## config.mk

```make
export PLATFORM = sky130hd
export DESIGN_NAME = alu_uart_sequencer
export DESIGN_NICKNAME = d
export VERILOG_FILES = /design/src/rtl/alu_pkg.sv /design/src/rtl/alu_uart_sequencer.sv
export SDC_FILE = /design/constraint.sdc
export NUM_CORES = 1
export LEC_CHECK = 0
export BUFFER_PORTS_ARGS = -buffer_cell sky130_fd_sc_hd__buf_2
export CORE_MARGIN = 10
export CORE_UTILIZATION = 31
export CTS_CLUSTER_DIAMETER = 80
export CTS_CLUSTER_SIZE = 40
export DETAILED_ROUTE_END_ITERATION = 10
export GPL_TIMING_DRIVEN = 0
export HOLD_SLACK_MARGIN = 0.08
export PLACE_DENSITY = 0.51
export SYNTH_ARGS = -nofsm -noshare
export SYNTH_HDL_FRONTEND = slang
export SYNTH_SLANG_ARGS = --single-unit
```

## constraint.sdc

```tcl
create_clock -name i_clk -period 1.86 [get_ports i_clk]
set_input_delay 0.186 -clock i_clk [delete_from_list [all_inputs] [get_ports i_clk]]
set_output_delay 0.186 -clock i_clk [all_outputs]
set_load 0.01 [all_outputs]
```

## src/rtl/alu_pkg.sv

```systemverilog
// ============================================================================
// Module   : alu_pkg
// Purpose  : Shared state encoding, ALU opcode constants and status-byte bit
//            positions for the ALU/UART sequencer.
// Revision : 1.0 - initial release
// ============================================================================
`default_nettype none

package alu_pkg;

  typedef enum logic [2:0] {
    ST_WAIT_A    = 3'd0,
    ST_WAIT_B    = 3'd1,
    ST_WAIT_OP   = 3'd2,
    ST_EXEC      = 3'd3,
    ST_SEND_RES  = 3'd4,
    ST_SEND_STAT = 3'd5
  } state_e;

  localparam logic [5:0] OP_ADD = 6'h20;
  localparam logic [5:0] OP_SUB = 6'h22;
  localparam logic [5:0] OP_AND = 6'h24;
  localparam logic [5:0] OP_OR  = 6'h25;
  localparam logic [5:0] OP_XOR = 6'h26;
  localparam logic [5:0] OP_NOR = 6'h27;
  localparam logic [5:0] OP_SRL = 6'h02;
  localparam logic [5:0] OP_SLL = 6'h03;

  localparam int unsigned STAT_ZERO_BIT = 0;
  localparam int unsigned STAT_OVF_BIT  = 1;

endpackage

`default_nettype wire

```

## src/rtl/alu_uart_sequencer.sv

```systemverilog
// ============================================================================
// Module   : alu_uart_sequencer
// Purpose  : Collects A, B and opcode bytes from the RX stream, drives them to
//            the ALU, captures the result/flags and streams them to TX.
//            Optional macro ALU_STATUS_BYTE_EN appends a flags byte after the
//            result byte.
// Revision : 1.0 - initial release
// ============================================================================
`default_nettype none

module alu_uart_sequencer
  import alu_pkg::*;
#(
  parameter int NB_DATA = 8,
  parameter int NB_OP   = 6
) (
  input  logic               i_clk,
  input  logic               i_rst_n,
  input  logic [NB_DATA-1:0] i_rx_data,
  input  logic               i_rx_valid,
  output logic [NB_DATA-1:0] o_alu_data_a,
  output logic [NB_DATA-1:0] o_alu_data_b,
  output logic [NB_OP-1:0]   o_alu_op,
  input  logic [NB_DATA-1:0] i_alu_result,
  input  logic               i_alu_overflow,
  input  logic               i_alu_zero,
  output logic [NB_DATA-1:0] o_tx_data,
  output logic               o_tx_valid,
  input  logic               i_tx_ready,
  output logic               o_busy,
  output logic               o_rx_drop
);

  state_e             state_q, state_d;
  logic [NB_DATA-1:0] a_q, a_d;
  logic [NB_DATA-1:0] b_q, b_d;
  logic [NB_OP-1:0]   op_q, op_d;
  logic [NB_DATA-1:0] res_q, res_d;
  logic               ovf_q, ovf_d;
  logic               zero_q, zero_d;
  logic [NB_DATA-1:0] tx_data_q, tx_data_d;
  logic               tx_valid_q, tx_valid_d;
  logic               busy_q, busy_d;
  logic               rx_drop_q, rx_drop_d;

`ifdef ALU_STATUS_BYTE_EN
  logic [NB_DATA-1:0] stat_byte;

  always_comb begin
    stat_byte                = '0;
    stat_byte[STAT_OVF_BIT]  = ovf_q;
    stat_byte[STAT_ZERO_BIT] = zero_q;
  end
`else
  // Flags are still captured so the register set is identical in both builds.
  logic unused_flags;
  assign unused_flags = ovf_q ^ zero_q;
`endif

  always_comb begin
    state_d    = state_q;
    a_d        = a_q;
    b_d        = b_q;
    op_d       = op_q;
    res_d      = res_q;
    ovf_d      = ovf_q;
    zero_d     = zero_q;
    tx_data_d  = tx_data_q;
    tx_valid_d = tx_valid_q;
    rx_drop_d  = 1'b0;

    case (state_q)
      ST_WAIT_A: begin
        if (i_rx_valid) begin
          a_d     = i_rx_data;
          state_d = ST_WAIT_B;
        end
      end
      ST_WAIT_B: begin
        if (i_rx_valid) begin
          b_d     = i_rx_data;
          state_d = ST_WAIT_OP;
        end
      end
      ST_WAIT_OP: begin
        if (i_rx_valid) begin
          op_d    = i_rx_data[NB_OP-1:0];
          state_d = ST_EXEC;
        end
      end
      ST_EXEC: begin
        rx_drop_d  = i_rx_valid;
        res_d      = i_alu_result;
        ovf_d      = i_alu_overflow;
        zero_d     = i_alu_zero;
        tx_data_d  = i_alu_result;
        tx_valid_d = 1'b1;
        state_d    = ST_SEND_RES;
      end
      ST_SEND_RES: begin
        rx_drop_d = i_rx_valid;
        tx_data_d = res_q;
        if (i_tx_ready) begin
`ifdef ALU_STATUS_BYTE_EN
          tx_data_d = stat_byte;
          state_d   = ST_SEND_STAT;
`else
          tx_valid_d = 1'b0;
          state_d    = ST_WAIT_A;
`endif
        end
      end
`ifdef ALU_STATUS_BYTE_EN
      ST_SEND_STAT: begin
        rx_drop_d = i_rx_valid;
        if (i_tx_ready) begin
          tx_valid_d = 1'b0;
          state_d    = ST_WAIT_A;
        end
      end
`endif
      default: begin
        tx_valid_d = 1'b0;
        state_d    = ST_WAIT_A;
      end
    endcase

    // Registered from the next state so o_busy tracks state_q exactly.
    busy_d = (state_d != ST_WAIT_A);
  end

  always_ff @(posedge i_clk or negedge i_rst_n) begin
    if (!i_rst_n) begin
      state_q    <= ST_WAIT_A;
      a_q        <= '0;
      b_q        <= '0;
      op_q       <= '0;
      res_q      <= '0;
      ovf_q      <= 1'b0;
      zero_q     <= 1'b0;
      tx_data_q  <= '0;
      tx_valid_q <= 1'b0;
      busy_q     <= 1'b0;
      rx_drop_q  <= 1'b0;
    end else begin
      state_q    <= state_d;
      a_q        <= a_d;
      b_q        <= b_d;
      op_q       <= op_d;
      res_q      <= res_d;
      ovf_q      <= ovf_d;
      zero_q     <= zero_d;
      tx_data_q  <= tx_data_d;
      tx_valid_q <= tx_valid_d;
      busy_q     <= busy_d;
      rx_drop_q  <= rx_drop_d;
    end
  end

  assign o_alu_data_a = a_q;
  assign o_alu_data_b = b_q;
  assign o_alu_op     = op_q;
  assign o_tx_data    = tx_data_q;
  assign o_tx_valid   = tx_valid_q;
  assign o_busy       = busy_q;
  assign o_rx_drop    = rx_drop_q;

endmodule

`default_nettype wire
```

======== After elaboration in Yosys (flattened, before gate mapping) ========
Index checks and enable logic that the tools add are counted.
word-level totals
  register bits ........................... 44
  bits of input ports ..................... 22
  output and inout bits ................... 33
  logic and storage cells ................. 33
cells by class
  equality and inequality tests ........... 5
  multiplexer cells ....................... 9
  bitwise operators ....................... 1
  reduce and logical (&&, ||, !) cells .... 9
operators with widths
  operator                                        number
  one-hot mux 8 bit (2 select lines)              1
  one-hot mux 3 bit (5 select lines)              1
  2-to-1 mux 3 bit                                4
  AND reduction 2 bit                             4
  == test 3 x 2 -> 1 bit (second input constant)  2
  == test 3 x 1 -> 1 bit (second input constant)  1
  == test 3 bit (second input constant)           1
  logical NOT 3 bit                               1
  one-hot mux 1 bit (3 select lines)              1
  nonzero test 3 bit                              1
  OR reduction 3 bit                              1
  2-to-1 mux 1 bit                                2
  != test 2 bit (second input constant)           1
  nonzero test 2 bit                              1
  OR reduction 2 bit                              1
  NOT 1 bit                                       1

======== Longest topological paths before layout ========
  depth after elaboration ................. 4
  gate-level depth with buffers ........... 5
  gate-level depth less buffers ........... 3

======== Least setup slack after synthesis ========
OpenSTA, ideal clock, no wires.
  path type ............................... reg2reg
  start point ............................. register state_q[2]
  end point ............................... register b_q[0] (netlist: o_alu_data_b[0])
  arrival time ............................ 1.279 ns
  path slack .............................. 0.456 ns
  stages on the path, launching flop included .. 4
  path buffers ............................ 0
  cell sequence ........................... dfrtp_1 > nand2b_4 > nor3b_4 > mux2_2
between the ends
  word-level cells in the longest chain between the ends .. 2
RTL lines
  item                           RTL line                   RTL
  from (decl)                    alu_uart_sequencer.sv:34   state_e state_q, state_d;
  from (signal assigned)         alu_uart_sequencer.sv:146  state_q <= state_d;
  == test 3 x 1 -> 1 bit         alu_uart_sequencer.sv:72   case (state_q)
  AND reduction 2 bit (no line)  --
  to (signal assigned)           alu_uart_sequencer.sv:136  b_q <= '0;
  to (signal assigned)           alu_uart_sequencer.sv:148  b_q <= b_d;
  to (decl)                      alu_uart_sequencer.sv:36   logic [NB_DATA-1:0] b_q, b_d;
No other way between the ends.
A chain may end at the register's enable or synchronous reset.

======== Worst setup path after layout ========
  start point ............................. register state_q[2]
  end point ............................... register b_q[2] (netlist: o_alu_data_b[2])
Same word-level chain as after synthesis.

==> results.md <==
* Synth Net Count at 158
* R2R cell count at 3
* ANT cells at 0
* Clock tree buffer depth at 2
* Kind of critical path: register to register
* CP Data Arrival Time at 1.80 ns
* Final worst clock skew at 0.003620 ns
* I/O Buffers at 52
* Initial Util at 31.63%
* Critical path fanouts, max at 8
* Maxcap violations at 0
* Routed vias/inst at 5.026
* Syn_area_per_cell at 13.61 um2
* DR WL/cell at 17.38 um
* Post-synth EDFFs at 0
* Clock sink total at 44
* Status: finished clean
* Die height at 97.26 um
* # DRC at 0
* Syn. warnings at 0
* Main flop type after synthesis: dfrtp_1
* PwrDens at 1808 nW/um2
* Setup violations, final at 0
* Initial antenna violation count at 0
* Final wirelength at 4.726 mm
* Max Clk Rate at 0.6193 GHz
* Worst min-delay path class: input pin to register
* Final Cycle Share at 86.81%
* Gpl congestion at 0.7471
* Reg2reg end: o_alu_data_b[2]
* Clock Pin Slew Worst Setup and Hold Paths at 0.08 ns
* Number of distinct library cells after synthesis at 22
* Pleak at 1.020 nW
* Largest net degree at the start of global routing at 45
* HP Start: i_tx_ready
* Worst path buffer plus inverter count at 0
* Final Hold Fails at 0
* CP required at 2.04 ns
* # Post-CTS Setup Buffers at 0
* Fin Setup TNS at 0 ns
* Max_slew headroom at 34.27%
* Yosys reg bits at 44
* CTS tree: built
* Reg-to-Reg Start: state_q[2]
* Async set-reset flop share out of synthesis at 100.0%
* Area post-placement at 2205 um2
* Unrepaired setup endpoints after global routing: no
* Min cycle time layout at 1.615 ns
* Slew Viols, Final at 0
* Critical path, cell by cell: nand2b_4, nor3b_4, mux2_2
* Crit path max-delay family: simple AND/OR/NAND/NOR gates
* Mapped Area at 1851 um2
* H-tree levels at 2
* Vias at 1,367
* Maximum VDD drop at 646.1 uV
* All-Layer GR Usage at 10.05%
* R2R Setup Slk at 0.25 ns
* CP max-delay cell: dfrtp_1
* Num rows at 28
* NumNets Final at 218
* Hold Path Depth at 2
* Clk Latency, worst-skew pair at 0.30 ns
* Die width at 97.26 um
* Vias in the first global route at 1,535
* CP max stage delay at 0.45 ns
* Worst Setup End Kind: register
* Post-route ant nets at 0
* Die footprint at 9460 um2
* Core Area at 5851 um2
* Area delta synth->final at 24.95%
* Worst setup SP type: register
* Post-DP HPWL at 3.400 mm
* First-pass GRT wire length at 7.707 mm
* IO Pins at 55
* TritonCTS Buffers at 5
* GRT overflow at 0
* Root Driver: clkbuf_8
* 1st-pass router iterations at 4
* Sequential area share after synthesis at 59.50%
* First DRT Iteration DRCs at 51
* Syn Inst Count at 136
* Final hold slack at 0.1233 ns
* Final Cell Area at 2312 um2
* Least-Margin Pin Slew at 0.9859 ns
* Share of post-route cells with drive strength above 1 at 53.81%
* Worst min-delay path endpoint: state_q[2]
-- per-stage QoR --
step                      setup slack (ns)  total power, mW  cells  util, %
after floorplan                     0.4560            2.871    136        -
after global placement              0.2507            3.500    263    37.68
after detailed placement            0.2263            3.597    263    37.68
after CTS                           0.2212            4.252    272    39.52
after global routing                0.1561            4.502    272    39.52
final                               0.2452            4.180    272    39.52
-- logic make-up after synthesis --
family / count (synthesis) / share of synthesized area [%]
compound gates: 23 / 9.128
buf+inv: 9 / 2.096
flops: 44 / 59.50
mux: 31 / 18.80
simple gates: 29 / 10.48
-- power breakdown --
group,switching [mW],internal [mW]
Clock,0.330,0.301
Combinational,0.915,0.922
Sequential,0.271,1.44
-- registers in the layout, indices dropped and copies added, names as in the netlist --
name and cells:
o_alu_data_a 8, o_tx_valid 1, o_tx_data 8, o_alu_op 6
o_alu_data_b 8, state_q 3, o_rx_drop 1, o_busy 1
res_q 8
-- per-layer routing --
layer | wire, um | vias up | global-route usage (%)
li1 | - | 611 | -
met1 | 1995 | 695 | 11.72
met2 | 2345 | 53 | 16.26
met4 | 71 | 0 | 4.251
met5 | 0 | - | 0
met3 | 313 | 8 | 3.627
-- area by class of cell --
| cell class | count | area [um2] |
|---|---|---|
| Sequential cell | 44 | 1101 |
| Timing Repair Buffer | 53 | 270.3 |
| Inverter | 1 | 3.754 |
| Clock inverter | 2 | 15.01 |
| Clock buffer | 6 | 82.58 |
| Buffer | 8 | 35.03 |
| Fill cell | 569 | 3538 |
| Multi-Input combinational cell | 83 | 710.7 |
| Tap cell | 75 | 93.84 |
-- worst max path at each step --
stage | slack [ns] | startpoint | cells after the start | to
2_1_floorplan | 0.46 | state_q[2] | 3 | o_alu_data_b[0]
3_3_place_gp | 0.25 | state_q[2] | 3 | o_alu_data_b[4]
3_5_place_dp | 0.23 | state_q[2] | 3 | o_alu_data_b[2]
4_1_cts | 0.22 | state_q[2] | 3 | o_alu_data_b[2]
5_1_grt | 0.16 | state_q[0] | 5 | o_tx_data[1]
6_report | 0.25 | state_q[2] | 3 | o_alu_data_b[2]
-- synthesized netlist by cell type, types with 2 or more instances --
| master | instances | area (um2) |
|---|---|---|
| o21ai_0 | 10 | 50.05 |
| buf_2 | 4 | 20.02 |
| o221a_2 | 8 | 90.09 |
| nor3b_1 | 8 | 60.06 |
| nand3b_1 | 3 | 22.52 |
| a21oi_1 | 2 | 10.01 |
| dfrtp_1 | 44 | 1101 |
| mux2_2 | 30 | 337.8 |
| clkbuf_1 | 4 | 15.01 |
| nor2_1 | 11 | 41.29 |
-- cells in the final DEF, fill, tap and decap left out, types with 2 or more instances in the layout --
cell and instances:
o21ai_0 10, nor2_1 11, a21oi_1 2, o221a_2 8, nand3b_1 3, clkbuf_1 4
clkbuf_8 6, clkinvlp_4 2, buf_2 56, mux2_2 30, dfrtp_1 44, nor3b_1 8
-- what timing repair did --
action,in CTS,in global routing
hold buffers,1,0
endpoints found under the hold margin,44,0
resized for setup,0,0
(Power assumes the default switching activity.)
